## config.mk

```make
export PLATFORM = sky130hd
export DESIGN_NAME = regfile_mp
export DESIGN_NICKNAME = d
export VERILOG_FILES = /design/src/rtl/rf_pkg.sv /design/src/rtl/rf_clear_ctrl.sv /design/src/rtl/regfile_mp.sv
export SDC_FILE = /design/constraint.sdc
export NUM_CORES = 2
export LEC_CHECK = 0
export CORE_ASPECT_RATIO = 0.5
export CORE_MARGIN = 3
export CORE_UTILIZATION = 40
export DETAILED_ROUTE_END_ITERATION = 10
export DONT_BUFFER_PORTS = 1
export PLACE_DENSITY = 0.59
export SLEW_MARGIN = 20
export SYNTH_ARGS = -nofsm -noshare
export SYNTH_HDL_FRONTEND = slang
export SYNTH_HIERARCHICAL = 1
export SYNTH_SLANG_ARGS = --single-unit
```

## constraint.sdc

```tcl
create_clock -name CLK -period 3.47 [get_ports CLK]
set_input_delay 0.694 -clock CLK [delete_from_list [all_inputs] [get_ports CLK]]
set_output_delay 0.694 -clock CLK [all_outputs]
set_load 0.02 [all_outputs]
```

## src/rtl/rf_pkg.sv

```systemverilog
// Shared types and default sizes for the multi-port register file.
// RF_BYPASS_EN (optional) enables write-to-read forwarding in regfile_mp.
package rf_pkg;

    typedef enum logic {
        RF_IDLE  = 1'b0,
        RF_CLEAR = 1'b1
    } rf_state_e;

    localparam int DW_DEF       = 32;
    localparam int AW_DEF       = 5;
    localparam int RD_PORTS_MAX = 4;

endpackage

```

## src/rtl/rf_clear_ctrl.sv

```systemverilog
// Background clear sequencer: walks every entry once, then pulses clr_done.
module rf_clear_ctrl
    import rf_pkg::*;
#(
    parameter int AW = AW_DEF
) (
    input  logic          CLK,
    input  logic          rst_n,
    input  logic          clr_req,
    output logic          busy,
    output logic          clr_done,
    output logic          clr_we,
    output logic [AW-1:0] clr_addr
);

    rf_state_e     state_r;
    rf_state_e     state_s;
    logic [AW-1:0] cnt_r;
    logic [AW-1:0] cnt_s;
    logic          last_s;

    assign last_s = (cnt_r == {AW{1'b1}});

    // State and clear-pointer register
    always_ff @(posedge CLK or negedge rst_n) begin
        if (!rst_n) begin
            state_r <= RF_IDLE;
            cnt_r   <= {AW{1'b0}};
        end else begin
            state_r <= state_s;
            cnt_r   <= cnt_s;
        end
    end

    // Next-state logic; the pointer wraps to zero naturally on the last entry
    always_comb begin
        state_s = state_r;
        cnt_s   = cnt_r;
        case (state_r)
            RF_IDLE: begin
                if (clr_req) begin
                    state_s = RF_CLEAR;
                    cnt_s   = {AW{1'b0}};
                end else begin
                    state_s = RF_IDLE;
                end
            end
            RF_CLEAR: begin
                cnt_s = cnt_r + AW'(1);
                if (last_s) begin
                    state_s = RF_IDLE;
                end else begin
                    state_s = RF_CLEAR;
                end
            end
            default: begin
                state_s = RF_IDLE;
                cnt_s   = {AW{1'b0}};
            end
        endcase
    end

    assign busy     = (state_r == RF_CLEAR);
    assign clr_done = busy && last_s;
    assign clr_we   = busy;
    assign clr_addr = cnt_r;

endmodule

```

## src/rtl/regfile_mp.sv

```systemverilog
// Parametrised register file: RD_PORTS combinational reads, one write, background clear.
// Define RF_BYPASS_EN to forward the pending write (and pending clear) to the read ports.
module regfile_mp
    import rf_pkg::*;
#(
    parameter int DW       = DW_DEF,
    parameter int AW       = AW_DEF,
    parameter int RD_PORTS = 2
) (
    input  logic                   CLK,
    input  logic                   rst_n,
    input  logic                   we,
    input  logic [AW-1:0]          wa,
    input  logic [DW-1:0]          wd,
    output logic                   wr_rdy,
    input  logic [RD_PORTS*AW-1:0] ra,
    output logic [RD_PORTS*DW-1:0] rd,
    input  logic                   clr_req,
    output logic                   busy,
    output logic                   clr_done
);

    localparam int DEPTH = 1 << AW;

    logic [DW-1:0] mem_r [DEPTH];
    logic          clr_we_s;
    logic [AW-1:0] clr_addr_s;
    logic          busy_s;
    logic          wr_en_s;

    rf_clear_ctrl #(.AW(AW)) u_clear_ctrl (
        .CLK      (CLK),
        .rst_n    (rst_n),
        .clr_req  (clr_req),
        .busy     (busy_s),
        .clr_done (clr_done),
        .clr_we   (clr_we_s),
        .clr_addr (clr_addr_s)
    );

    assign busy    = busy_s;
    assign wr_rdy  = !busy_s;
    assign wr_en_s = we && !busy_s && (wa != {AW{1'b0}});

    // Storage array; the clear port only exists while busy, so it takes priority
    always_ff @(posedge CLK or negedge rst_n) begin
        if (!rst_n) begin
            for (int i = 0; i < DEPTH; i++) begin
                mem_r[i] <= {DW{1'b0}};
            end
        end else if (clr_we_s) begin
            mem_r[clr_addr_s] <= {DW{1'b0}};
        end else if (wr_en_s) begin
            mem_r[wa] <= wd;
        end
    end

    for (genvar k = 0; k < RD_PORTS; k++) begin : g_rd
        logic [AW-1:0] ra_s;
        logic [DW-1:0] rd_s;

        assign ra_s = ra[k*AW +: AW];

        // Read port k; register 0 always reads zero
        always_comb begin
            rd_s = {DW{1'b0}};
            if (ra_s == {AW{1'b0}}) begin
                rd_s = {DW{1'b0}};
            end else begin
                rd_s = mem_r[ra_s];
`ifdef RF_BYPASS_EN
                if (wr_en_s && (ra_s == wa)) begin
                    rd_s = wd;
                end else if (clr_we_s && (ra_s == clr_addr_s)) begin
                    rd_s = {DW{1'b0}};
                end else begin
                    rd_s = mem_r[ra_s];
                end
`endif
            end
        end

        assign rd[k*DW +: DW] = rd_s;
    end

endmodule

```

==> flow_summary.yaml <==
synth:
  postSynthCellCount: 3790
  syn-num-nets: 3843
  async_reset_ff_share_pct: 100
  synth_area_um2: 53100
  synth_flop_cell: "dfrtp_1"
  yosysSeqAreaShare_pct: 48.5
  syn_area_per_cell_um2: 14.0
  synth_cell_types: 43
  synth_compound_area_share_pct: 21.7
  synth_top_family_by_area: "multiplexers"
  synthSimpleGateAreaFrac_pct: 2.81
  yosysWarningCount: 6
  synth_xor_area_share_pct: 0.0330
  synth_edf_count: 0
  synth_mux_area_share_pct: 22.8
  synth-seq-cells: 1030
  synth-adder-area-share_pct: 0.0471
global_routing:
  grt_first_pass_wirelength_um: 289000
  grt_pass1_vias: 38700
  gr-total-overflow: 0
  antenna_found_initial: 3
  grt_max_degree: 1031
  grtUsageTotal_pct: 28.4
sta:
  finalHoldViolations: 0
  timing.fmax_ghz: 0.275
  whs_ns: 0.0430
  worst_pin_slew_ns: 1.37
  setup_viol: 13
  skew_ns: 0.0208
  slew_headroom_pct: 8.56
  final.setup.worst_slack_ns: -0.173
  rsz0062_at_grt: "no"
  period_needed_ns: 3.64
  slew_viol_final: 0
  fin_crit_sh_pct: 105
die:
  pin_count: 118
  dieArea_um2: 137000
  coreArea_um2: 130000
  die_h_um: 264
  initial_utilization_pct: 40.8
  rows: 93
  die-width_um: 521
detailed_routing:
  wl_per_cell_um: 36.1
  ant_nets: 0
  drt_first_iter_violations: 5969
  drt-pass1-iter-count: 5
  via_per_inst: 7.19
  routed_wl_um: 199000
  vias: 39700
  drc: 0
power_and_ir_drop:
  vdd_ir_drop_max_mv: 0.459
  power_switching_uw: 7860
  leakage_uw: 0.0263
  p_clk_share_pct: 41.1
  powerDensity_nw_per_um2: 470
  power_uw: 28000
  seqPwrFrac_pct: 44.9
  internal_power_uw: 20100
  swShare_pct: 28.1
  p_comb_share_pct: 14.0
worst_setup_path:
  required_ns: 2.78
  critPathKind: "in2out"
  worstPathMaxFanout: 227
  startpoint: "ra[6]"
  arrival_ns: 2.95
  cp-start-kind: "primary input"
  worstReg2RegStart: "u_clear_ctrl/busy$_DFF_PN0_"
  end_kind: "primary output"
layout:
  layout_common_cells: "dfrtp_1 (1030), a22o_1 (993), mux4_2 (448), buf_4 (263), mux2i_1 (129)"
  final_nets: 3739
  utilization_pct: 45.7
  syn_to_final_growth_pct: 12.1
  layout-drive-gt1-share_pct: 27.6
  fin_cells: 5524
  final_common_cell: "dfrtp_1"
cts:
  cts_sinks: 1030
  h-tree-depth: 3
  cts_inserted_buffers: 103
  clockBufferDepth: 3
  postCtsSetupRepairBufs: 0
  clk_latency_ns: 0.72
  cts.root.buffer_cell: "clkbuf_16"
  cts_tree: "done"
  path_clk_slew_ns: 0.07
outcome:
  violations: "setup timing"
  status: "finished, violations left"
placement:
  place_congestion: 0.985
  portBuffers: 0
  dp_cells: 5331
  detailed_place_hpwl_um: 115000
  pre_cts_ws_ns: -0.0432
job:
  maxCapViolations: 0
hold_path:
  hold_path.class: "in2async"
==> power groups by stage <==
| stage | Clock (uW) | Sequential, uW | Combinational [uW] |
|---|---|---|---|
| global placement | 0 | 12800 | 3540 |
| detailed placement | 0 | 12800 | 3550 |
| floorplan | 0 | 12700 | 2260 |
| finish | 11500 | 12600 | 3920 |
| CTS | 11600 | 12600 | 3560 |
| global route | 12100 | 12600 | 4030 |
==> kinds of logic (layout without fill, tap and decap cells) <==
kind of cell    Yosys count  count (layout)
compound gates         1396            1396
xor+xnor                  2               2
fa+ha+maj                 2               2
buf+inv                 503             478
flops                  1030            1030
mux                     641             641
other cells               0               2
simple gates            216             216
==> synth_stat cells, types with 2 or more instances <==
library cell / count / area share [%]
dfrtp_1: 1030 / 49
a22o_1: 993 / 16
mux4_2: 448 / 19
clkbuf_1: 282 / 2.0
buf_2: 204 / 1.9
mux2i_1: 129 / 2.4
o21ai_0: 113 / 1.1
nor2b_1: 70 / 0.82
a211oi_1: 64 / 0.90
a22oi_1: 64 / 0.90
a311oi_1: 64 / 1.1
mux2_2: 64 / 1.4
a221oi_1: 49 / 0.81
and2_1: 38 / 0.45
nand2_1: 34 / 0.24
a21oi_1: 27 / 0.25
nor2_1: 16 / 0.11
nor3_4: 15 / 0.46
o2111ai_1: 15 / 0.25
nor3_2: 13 / 0.24
nand2b_1: 9 / 0.11
buf_4: 8 / 0.11
a31oi_1: 4 / 0.047
buf_1: 4 / 0.028
inv_1: 4 / 0.028
nor4_4: 3 / 0.12
or2_2: 3 / 0.035
or3b_1: 3 / 0.049
ha_1: 2 / 0.047
nand3b_2: 2 / 0.042
nor3_1: 2 / 0.019
o21ai_1: 2 / 0.019
or4_1: 2 / 0.028
==> registers in the layout (all words and copies together), names as in the netlist <==
| signal | count |
|---|---|
| mem_r | 1024 |
| u_clear_ctrl/busy | 1 |
| u_clear_ctrl/clr_addr | 5 |
==> path summary, 6_finish.rpt <==
check / end / slack (ns) / cells past startpoint
setup / recovery: rd[61] / -0.17 / 7
hold / removal: mem_r[974]$_DFFE_PN0P_ / 0.04 / 1
setup reg to reg: mem_r[918]$_DFFE_PN0P_ / 0.64 / 5
hold reg to reg: mem_r[1021]$_DFFE_PN0P_ / 0.51 / 1
max in group asynchronous: mem_r[758]$_DFFE_PN0P_ / 1.06 / 3
min in group CLK: u_clear_ctrl/clr_addr[1]$_DFFE_PN0P_ / 0.09 / 1
==> through the flow <==
step           instance area (um2)  TNS [ns]
4_1_cts                      59400         0
5_1_grt                      59600         0
3_3_place_gp                 56000         0
3_5_place_dp                 56000    -0.106
2_1_floorplan                53100         0
6_report                     59600     -1.04
==> what timing repair did <==
item / CTS / global route
endpoints found under the hold margin: 1030 / 107
pin swaps: 0 / 0
setup endpoints to repair: 4 / 6
resized for setup: 3 / 6
cloned: 0 / 0
==> critical path, cell delays in order <==
cell and delay (ns):
mux4_2 0.74, mux2_2 0.36, o21ai_0 0.24, buf_4 0.15, a311oi_1 0.04, buf_4 0.17
buf_4 0.15
==> layer usage <==
| metal | routed length [um] | global-route usage [%] | up-vias |
|---|---|---|---|
| met5 | 27 | 0 | - |
| met4 | 4810 | 6.81 | 4 |
| met3 | 30400 | 12.1 | 317 |
| met2 | 82900 | 38.6 | 2694 |
| met1 | 81100 | 41.6 | 21400 |
| li1 | - | - | 15300 |
==> final cells by class <==
class	instances	area, um2
inverter	4	17.5
fill	11300	70600
clock inverter	29	318
sequential	1030	25800
timing repair buffer	290	2550
tap	1757	2200
clock buffer	155	3070
antenna	2	5.00
multi-input combinational	2257	25600
(Power assumes the default switching activity.)
